$ cat src/rtl/core_pkg.sv
// Shared definitions for the boot bridge: loader FSM states and boot constants.
// BOOT_CHECKSUM_EN adds the trailing checksum-byte state.
package core_pkg;

    typedef enum logic [2:0] {
        ST_HDR,
        ST_LOAD,
        ST_RUN,
`ifdef BOOT_CHECKSUM_EN
        ST_ERR,
        ST_CSUM
`else
        ST_ERR
`endif
    } boot_state_e;

    localparam logic [31:0] DEFAULT_MMIO_BASE = 32'hFFFF_0000;
    localparam int unsigned BOOT_HDR_BYTES    = 4;

endpackage

$ cat src/rtl/boot_loader_fsm.sv
// Byte-stream boot loader: assembles a little-endian header and payload words and writes imem.
// BOOT_CHECKSUM_EN: verify a trailing mod-256 payload checksum byte before releasing the core.
module boot_loader_fsm
    import core_pkg::*;
#(
    parameter int unsigned IMEM_AW = 14
) (
    input  logic               clk,
    input  logic               rstn,
    input  logic [7:0]         rx_data,
    input  logic               rx_valid,
    output logic               rx_ready,
    output logic               core_rstn,
    output logic               boot_done,
    output logic               boot_err,
    output logic               imem_we,
    output logic [IMEM_AW-1:0] imem_addr,
    output logic [31:0]        imem_din
);

    localparam logic [32:0] IMEM_DEPTH = 33'd1 << IMEM_AW;
    localparam logic [1:0]  LAST_BYTE  = 2'(BOOT_HDR_BYTES - 1);

    boot_state_e        state_q, state_d;
    logic [1:0]         byte_cnt_q, byte_cnt_d;
    logic [23:0]        shift_q, shift_d;
    logic [IMEM_AW:0]   count_q, count_d;
    logic [IMEM_AW:0]   widx_q, widx_d;
    logic               we_q, we_d;
    logic [IMEM_AW-1:0] addr_q, addr_d;
    logic [31:0]        din_q, din_d;
    logic               rx_ready_q, rx_ready_d;
    logic               core_rstn_q;
    logic               accept;
    logic [31:0]        word;
`ifdef BOOT_CHECKSUM_EN
    logic [7:0]         csum_q, csum_d;
    localparam boot_state_e ST_AFTER_LOAD = ST_CSUM;
`else
    localparam boot_state_e ST_AFTER_LOAD = ST_RUN;
`endif

    always_comb begin
        state_d    = state_q;
        byte_cnt_d = byte_cnt_q;
        shift_d    = shift_q;
        count_d    = count_q;
        widx_d     = widx_q;
        we_d       = 1'b0;
        addr_d     = addr_q;
        din_d      = din_q;
`ifdef BOOT_CHECKSUM_EN
        csum_d     = csum_q;
`endif
        accept = rx_valid & rx_ready_q;
        word   = {rx_data, shift_q};

        if (accept) begin
            byte_cnt_d = byte_cnt_q + 2'd1;
            shift_d    = word[31:8];
        end

        case (state_q)
            ST_HDR: begin
                if (accept && byte_cnt_q == LAST_BYTE) begin
                    widx_d = '0;
                    if (word == '0) begin
                        state_d = ST_AFTER_LOAD;
                    end else if ({1'b0, word} > IMEM_DEPTH) begin
                        state_d = ST_ERR;
                    end else begin
                        count_d = word[IMEM_AW:0];
                        state_d = ST_LOAD;
                    end
                end
            end
            ST_LOAD: begin
                if (accept) begin
`ifdef BOOT_CHECKSUM_EN
                    csum_d = csum_q + rx_data;
`endif
                    if (byte_cnt_q == LAST_BYTE) begin
                        we_d   = 1'b1;
                        din_d  = word;
                        addr_d = widx_q[IMEM_AW-1:0];
                        widx_d = widx_q + (IMEM_AW + 1)'(1);
                        if (widx_d == count_q) begin
                            state_d = ST_AFTER_LOAD;
                        end
                    end
                end
            end
`ifdef BOOT_CHECKSUM_EN
            ST_CSUM: begin
                if (accept) begin
                    state_d = (rx_data == csum_q) ? ST_RUN : ST_ERR;
                end
            end
`endif
            default: ;
        endcase

        // Registered from next state so rx_ready is low in reset and drops on the final byte's edge.
        rx_ready_d = (state_d == ST_HDR) || (state_d == ST_LOAD)
`ifdef BOOT_CHECKSUM_EN
                     || (state_d == ST_CSUM)
`endif
                     ;
    end

    always_ff @(posedge clk or negedge rstn) begin
        if (!rstn) begin
            state_q     <= ST_HDR;
            byte_cnt_q  <= '0;
            shift_q     <= '0;
            count_q     <= '0;
            widx_q      <= '0;
            we_q        <= 1'b0;
            addr_q      <= '0;
            din_q       <= '0;
            rx_ready_q  <= 1'b0;
            core_rstn_q <= 1'b0;
`ifdef BOOT_CHECKSUM_EN
            csum_q      <= '0;
`endif
        end else begin
            state_q     <= state_d;
            byte_cnt_q  <= byte_cnt_d;
            shift_q     <= shift_d;
            count_q     <= count_d;
            widx_q      <= widx_d;
            we_q        <= we_d;
            addr_q      <= addr_d;
            din_q       <= din_d;
            rx_ready_q  <= rx_ready_d;
            core_rstn_q <= (state_q == ST_RUN);
`ifdef BOOT_CHECKSUM_EN
            csum_q      <= csum_d;
`endif
        end
    end

    assign rx_ready  = rx_ready_q;
    assign core_rstn = core_rstn_q;
    assign boot_done = (state_q == ST_RUN);
    assign boot_err  = (state_q == ST_ERR);
    assign imem_we   = we_q;
    assign imem_addr = addr_q;
    assign imem_din  = din_q;

endmodule

$ cat src/rtl/core_boot_bridge.sv
// Core wrapper: boot loader for imem plus data routing between dmem and an MMIO LED register.
// BOOT_CHECKSUM_EN (see boot_loader_fsm) enables the trailing boot checksum byte.
module core_boot_bridge
    import core_pkg::*;
#(
    parameter int unsigned IMEM_AW   = 14,
    parameter int unsigned NUM_LED   = 8,
    parameter logic [31:0] MMIO_BASE = DEFAULT_MMIO_BASE
) (
    input  logic               clk,
    input  logic               rstn,
    input  logic [7:0]         rx_data,
    input  logic               rx_valid,
    output logic               rx_ready,
    output logic               core_rstn,
    output logic               boot_done,
    output logic               boot_err,
    output logic               imem_we,
    output logic [IMEM_AW-1:0] imem_addr,
    output logic [31:0]        imem_din,
    input  logic [31:0]        core_addr,
    input  logic [31:0]        core_din,
    input  logic               core_we,
    output logic [31:0]        core_dout,
    output logic [31:0]        dmem_addr,
    output logic [31:0]        dmem_din,
    output logic               dmem_we,
    input  logic [31:0]        dmem_dout,
    output logic [NUM_LED-1:0] led
);

    boot_loader_fsm #(
        .IMEM_AW(IMEM_AW)
    ) u_loader (
        .clk       (clk),
        .rstn      (rstn),
        .rx_data   (rx_data),
        .rx_valid  (rx_valid),
        .rx_ready  (rx_ready),
        .core_rstn (core_rstn),
        .boot_done (boot_done),
        .boot_err  (boot_err),
        .imem_we   (imem_we),
        .imem_addr (imem_addr),
        .imem_din  (imem_din)
    );

    logic               is_mmio, is_led, led_wr;
    logic [NUM_LED-1:0] led_q, led_d;
    logic [NUM_LED-1:0] led_rd_q, led_rd_d;
    logic               mmio_q;
    logic [31:0]        led_ext;

    always_comb begin
        is_mmio  = (core_addr >= MMIO_BASE);
        is_led   = (core_addr == MMIO_BASE);
        led_wr   = core_rstn & core_we & is_led;
        led_d    = led_wr ? core_din[NUM_LED-1:0] : led_q;
        // Capture the post-write value so a read right after a store sees the new LED state.
        led_rd_d = is_led ? led_d : '0;
        dmem_we  = core_rstn & core_we & ~is_mmio;
        led_ext  = '0;
        led_ext[NUM_LED-1:0] = led_rd_q;
        core_dout = mmio_q ? led_ext : dmem_dout;
    end

    always_ff @(posedge clk or negedge rstn) begin
        if (!rstn) begin
            led_q    <= '0;
            led_rd_q <= '0;
            mmio_q   <= 1'b0;
        end else begin
            led_q    <= led_d;
            led_rd_q <= led_rd_d;
            mmio_q   <= is_mmio;
        end
    end

    assign dmem_addr = core_addr;
    assign dmem_din  = core_din;
    assign led       = led_q;

endmodule

$ cat config.mk
export PLATFORM = sky130hd
export DESIGN_NAME = core_boot_bridge
export DESIGN_NICKNAME = d
export VERILOG_FILES = /design/src/rtl/core_pkg.sv /design/src/rtl/boot_loader_fsm.sv /design/src/rtl/core_boot_bridge.sv
export SDC_FILE = /design/constraint.sdc
export NUM_CORES = 1
export LEC_CHECK = 0
export ABC_CLOCK_PERIOD_IN_PS = 2400
export CAP_MARGIN = 40
export CELL_PAD_IN_SITES_DETAIL_PLACEMENT = 0
export CELL_PAD_IN_SITES_GLOBAL_PLACEMENT = 1
export CORE_ASPECT_RATIO = 2
export CORE_UTILIZATION = 29
export CTS_BUF_LIST = sky130_fd_sc_hd__clkbuf_2 sky130_fd_sc_hd__clkbuf_4 sky130_fd_sc_hd__clkbuf_8
export DETAILED_ROUTE_END_ITERATION = 16
export PLACE_DENSITY = 0.86
export SETUP_SLACK_MARGIN = 0.5
export SLEW_MARGIN = 40
export SYNTH_ARGS = -nofsm -noshare
export SYNTH_HDL_FRONTEND = slang
export SYNTH_SLANG_ARGS = --single-unit
export TNS_END_PERCENT = 30
$ cat constraint.sdc
create_clock -name clk -period 2.4 [get_ports clk]
set_input_delay 0.72 -clock clk [delete_from_list [all_inputs] [get_ports clk]]
set_output_delay 0.72 -clock clk [all_outputs]
set_load 0.02 [all_outputs]
==> results.json <==
{
  "clkPwrFrac": 0.259,
  "min_path_type": "input pin to asynchronous set/reset pin",
  "gp_congestion": 0.860,
  "syn-cell-area_sq_um": 6260,
  "hold_viol_final": 0,
  "die_w_um": 106,
  "synth_warnings": 0,
  "rows": 75,
  "end_kind": "output pin",
  "first_global_vias": 5674,
  "ys_ff_latch": 125,
  "intPower_w": 0.00577,
  "fmax_mhz": 431,
  "rsz0062_at_grt": "true",
  "synth_area_leader_cell": "dfrtp_1",
  "stdcell_count": 1151,
  "antenna_found_initial": 4,
  "p_per_area_nw_per_um2": 905,
  "dp_cells": 1100,
  "core-area_sq_um": 21000,
  "slowest_delay_ps": 300,
  "layout_min_cycle_time_ps": 2320,
  "drt-pass1-iter-count": 4,
  "path_common_cell": "buf_6",
  "fin_crit_sh": 0.967,
  "cts_buffer_depth": 2,
  "wl_per_cell_um": 18.3,
  "die_h_um": 210,
  "setup_viol": 0,
  "crit_arrival_ps": 1600,
  "required_ps": 1680,
  "ios": 264,
  "grt.total_usage": 0.191,
  "grt_max_degree": 60,
  "clockRootBuffer": "clkbuf_8",
  "cts_buffers": 17,
  "critPathTopFamily": "simple AND/OR/NAND/NOR gates",
  "detail_route.vias_per_cell": 4.73,
  "ctsHtreeMaxLevel": 4,
  "grt_overflow": 0,
  "critPathKind": "input pin to output pin",
  "worst-path-buf-inv": 3,
  "ys_seq_area_frac": 0.500,
  "dp_hpwl_mm": 15.3,
  "synth_flop_cell": "dfrtp_1",
  "syn_nets": 745,
  "clock_latency_ps": 440,
  "syn_inst": 635,
  "cellLeakagePower_nw": 4.75,
  "avgSynthCellArea_sq_um": 9.85,
  "netlist_top_cells_area": "dfrtp_1 (50%), nand2_1 (9.5%), mux2_2 (8.6%), buf_4 (7.7%), nor2b_1 (3.7%)",
  "power_frac_seq": 0.383,
  "drt_wl_total_mm": 21.0,
  "outcome": "finished, final reports clean",
  "cp_max_fo": 3,
  "place_area_sq_um": 8820,
  "synth.top_cell.area_share": 0.500,
  "clk_pin_slew_ps": 70,
  "drv_cap": 0,
  "tightest_slew_ps": 591,
  "synthToLayoutAreaGrowth_pct": 56.4,
  "p_switching_w": 0.00308,
  "drtAntennaViolNets": 0,
  "drive_gt1_frac": 0.367,
  "start_util": 0.298,
  "nFillCells": 1988,
  "vias": 5441,
  "synth_cell_types": 53,
  "total_power_w": 0.00885,
  "synthArstFlopShare": 1.00,
  "drt_iter0_drc": 243,
  "ctsHoldBuffers": 0,
  "grt_pass1_wl_mm": 31.6,
  "fin_nets": 979,
  "die_area_sq_um": 22200,
  "p_sw_frac": 0.348,
  "crit_chain": "buf_6 > nand4_1 > nor4_2 > buf_4 > nor2_4 > buf_6",
  "drc": 0,
  "final_area_sq_um": 9790,
  "slew_headroom": 0.606,
  "slew_violations": 0,
  "critPathLaunchType": "input pin",
  "finClkSkew_ps": 11.8,
  "crit_slowest_cell": "nor4_2",
  "peakVddDrop_mv": 0.675,
  "numPortBuffers": 215,
  "cts_sinks": 125,
  "cts_tree": "done",
  "synth_edf_count": 0,
  "diodes": 0,
  "combPwrFrac": 0.358
}
==> worst paths after layout <==
check / startpoint / end / slack, ps / cells after the start
max: core_addr[17] / dmem_we / 80 / 6
min: rstn / u_loader.imem_din[7] / 190 / 1
max reg2reg: u_loader.widx_q[0] / u_loader.rx_ready / 100 / 9
min reg2reg: u_loader.state_q[2] / u_loader.state_q[2] / 450 / 0
max in group asynchronous: rstn / u_loader.shift_q[19] / 1550 / 2
min in group clk: u_loader.state_q[2] / u_loader.state_q[2] / 450 / 0
==> area by class of cell <==
type / count / area, sq um / area share
Clock inverter: 10 / 210 / 0.0215
Timing Repair Buffer: 309 / 2960 / 0.302
Multi-Input combinational cell: 405 / 2820 / 0.288
Clock buffer: 22 / 284 / 0.0290
Tap cell: 269 / 337 / 0.0344
Sequential cell: 125 / 3140 / 0.320
Inverter: 11 / 46.3 / 0.00473
==> metrics by stage <==
stage               hold slack [ps]  setup TNS (ps)  setup WS (ps)  utilization
floorplan                       424            -154          -19.2            -
global placement                438          -43900           -778        0.420
detailed placement              456          -46020           -789        0.420
CTS                             161               0           48.4        0.451
global route                    182               0           9.53        0.466
finish                          186               0           78.4        0.466
==> routing by layer <==
layer  wire [um]  vias up  GRT usage
li1            -     2545          -
met1        6430     2602      0.167
met2       12000      215      0.374
met3        1370       73     0.0472
met4        1210        6      0.120
met5          34        -          0
==> logic make-up after synthesis <==
family | Yosys count | synth area share
compound gates | 55 | 0.0580
flops | 125 | 0.500
fa+ha+maj | 2 | 0.00400
simple gates | 275 | 0.210
mux | 56 | 0.101
buf+inv | 105 | 0.103
xor+xnor | 17 | 0.0238
==> cell usage after synthesis (4+ instances only) <==
cell type	n
dfrtp_1	125
xnor2_1	7
xor2_1	10
mux2_1	8
nand2_1	158
inv_1	9
o21ai_0	10
nor2b_1	37
or4_1	5
nor2_1	16
o31ai_1	6
nor4_1	12
or3_1	4
o22ai_1	6
buf_2	9
nand4_1	8
nor3_1	5
mux2_2	48
clkbuf_1	20
buf_4	64
nand3_1	10
a21oi_1	12
==> sequential cells by signal, indices dropped and copies added (netlist names), 3 cells and up <==
name / flops
u_loader.shift_q: 24
led: 8
u_loader.count_q: 15
u_loader.imem_din: 32
u_loader.widx_q: 15
u_loader.imem_addr: 14
led_rd_q: 8
u_loader.state_q: 3
==> cells in the final DEF (no fill, tap or decap), types with 9 or more instances in the layout <==
cell type,instances
nor2b_4,12
dfrtp_1,119
nor2_1,14
o21ai_0,10
mux2_4,14
buf_2,25
nand2_1,158
nor2b_1,25
clkbuf_8,19
buf_6,45
mux2_2,42
clkdlybuf4s50_1,88
inv_1,9
xor2_1,10
buf_4,96
dlymetal6s2s_1,17
a21oi_1,12
dlygate4sd2_1,20
==> power by group through the flow <==
| stage | Clock, W | Combinational (W) | Sequential [W] |
|---|---|---|---|
| 4_1_cts | 0.00235 | 0.00308 | 0.00338 |
| 5_1_grt | 0.00243 | 0.00343 | 0.00345 |
| 3_5_place_dp | 0 | 0.00307 | 0.00341 |
| 3_3_place_gp | 0 | 0.00301 | 0.00338 |
| 6_report | 0.00229 | 0.00317 | 0.00339 |
| 2_1_floorplan | 0 | 0.00136 | 0.00353 |
==> repair_timing <==
item | 4_1_cts | 5_1_grt
gates resized for setup | 449 | 99
pin swaps | 19 | 9
setup endpoints to repair | 226 | 197
buffers inserted | 8 | 7
cloned | 2 | 2
Power figures use the tool's default switching activity.
==> patch: new RTL, same settings <==
Encoding of `boot_state_e`: now one-hot (4 bits for 4 states).
--- a/src/rtl/core_pkg.sv
+++ b/src/rtl/core_pkg.sv
@@ -4,6 +4,6 @@
 
-    typedef enum logic [2:0] {
-        ST_HDR,
-        ST_LOAD,
-        ST_RUN,
+    typedef enum logic [3:0] {
+        ST_HDR  = 4'b0001,
+        ST_LOAD = 4'b0010,
+        ST_RUN  = 4'b0100,
 `ifdef BOOT_CHECKSUM_EN
@@ -12,3 +12,3 @@
 `else
-        ST_ERR
+        ST_ERR  = 4'b1000
 `endif
Formal check against the unedited RTL: same outputs for any inputs over 10 cycles, from zero or initial values and one cycle with rstn low; not proved beyond that.
==> patch against the unedited design <==
The run now ends with negative setup slack left. Largest cell class unchanged. Sequential cell count increased by 1. Setup slack got worse by 0.19 ns. Die area increased by 0.20%. Design area increased by 1.3%. Synthesized area increased by 0.20%. Routed wire length decreased by 5.4%. Synthesized cell count decreased by 2.5%.
Power is not compared: it rests on default switching activity, and its combinational part moved more than twofold at a synthesized area within 25%.
==> patch: results (changes against the unedited design) <==
Detailed routing:
- The wire length on met2 is 11200 microns (was 12000 microns).
- The detailed router's first-iteration violation count is 187 (was 243).
- The highest routed metal layer is met4 (was met5).
- The detailed-route wire length on metal 1 came to 7020 microns (was 6430 microns).
- The detail-routed via count per cell is 4.64 (was 4.73).
- The met3 layer wire length in the routed design came to 705 microns (was 1370 microns).

Timing:
- The transition at the pin with the smallest max-transition slack is 0.422 ns (was 0.591 ns).
- The final setup violation count is 16 (was 0).
- The total negative setup slack was -1.31 ns (was 0 ns).
- The final worst setup slack came to -0.109 ns (was 0.0784 ns).

GRT:
- The overall global routing resource usage is 17.9% (was 19.1%).
- The wire length of the first global-routing pass was 30400 microns (was 31600 microns).
- The met2 usage is 34.5% (was 37.4%).
- The global routing usage on met3 is 2.84% (was 4.72%).
- The pin count of the biggest net entering global routing was 42 (was 60).

Placement:
- The number of placed cells counting well taps is 1107 (was 1100).

Clock tree:
- The post-cts gate resize count came to 710 (was 449).
- The clock insertion delay at the later pin of the skew report is 0.46 ns (was 0.44 ns).

Setup path:
- The data arrival time at the worst-slack endpoint is 2.85 ns (was 1.60 ns).
- The source of the critical timing path was u_loader.shift_q[19] (was core_addr[17]).
- The count of cells along the worst register-to-register path is 7 (was 9).
- The top fanout value on the critical path came to 5 (was 3).
- The end of the critical path is u_loader.count_q[13] (was dmem_we).

Layout:
- The number of nets at the end of the flow is 995 (was 979).
- The count of fill cells added during filler insertion is 1968 (was 1988).

Status:
- Outcome: finished, violations left (was finished clean).
- The checks that failed: negative setup slack.

Synth:
- The post-synthesis cell count is 619 (was 635).
- Top area cells in the synthesized netlist: dfrtp_1 (50%), nand2_1 (9.0%), mux2_2 (8.3%) (was dfrtp_1 (50%), nand2_1 (9.5%), mux2_2 (8.6%)).
patch: cell types whose count changed after synthesis, moves of 5 or more:
cell / unedited run / this run
o21ai_0: 10 / 28
mux2_1: 8 / 0
mux2_4: 0 / 8
a21oi_1: 12 / 5
nand2_1: 158 / 151
inv_1: 9 / 3
o22ai_1: 6 / 0
buf_2: 9 / 4
o31ai_1: 6 / 1
xnor2_1: 7 / 12
patch: worst max-delay path, stage by stage, from the launching register on:
cell and delay [ns]:
dfrtp_1 0.39, or4_4 0.55, nor4_4 0.23, nand2_1 0.09
or4b_4 0.55, buf_6 0.16, buf_12 0.13, mux2_4 0.29
patch: through the flow:
stage          utilization (%)  hold slack (ns)  instance area (sq um)  power, W  setup slack [ns]
6_report                  47.0            0.152                   9920   0.00447            -0.109
5_1_grt                   47.0            0.149                   9920   0.00465            -0.173
4_1_cts                   45.9            0.145                   9700   0.00450            -0.121
3_5_place_dp              42.3            0.461                   8930   0.00268            -0.736
3_3_place_gp              42.3            0.461                   8930   0.00267            -0.732
2_1_floorplan                -            0.424                   6280   0.00241            -0.298
patch: logic make-up after synthesis:
logic type               share of synthesized area [%]
adder cells (fa/ha/maj)                          0.399
buffers and inverters                             10.2
AND/OR/NAND/NOR                                   19.8
flip-flops                                        50.3
multiplexers                                      10.2
AO/OA/AOI/OAI                                     5.57
XOR/XNOR                                          3.49
patch: cell type report:
cell class                 count  area share, %
sequential                   126           31.8
clock inverter                15           1.60
inverter                       4          0.151
tap                          269           3.39
antenna                        1         0.0252
timing repair buffer         341           31.7
clock buffer                  17           2.36
multi-input combinational    395           29.0
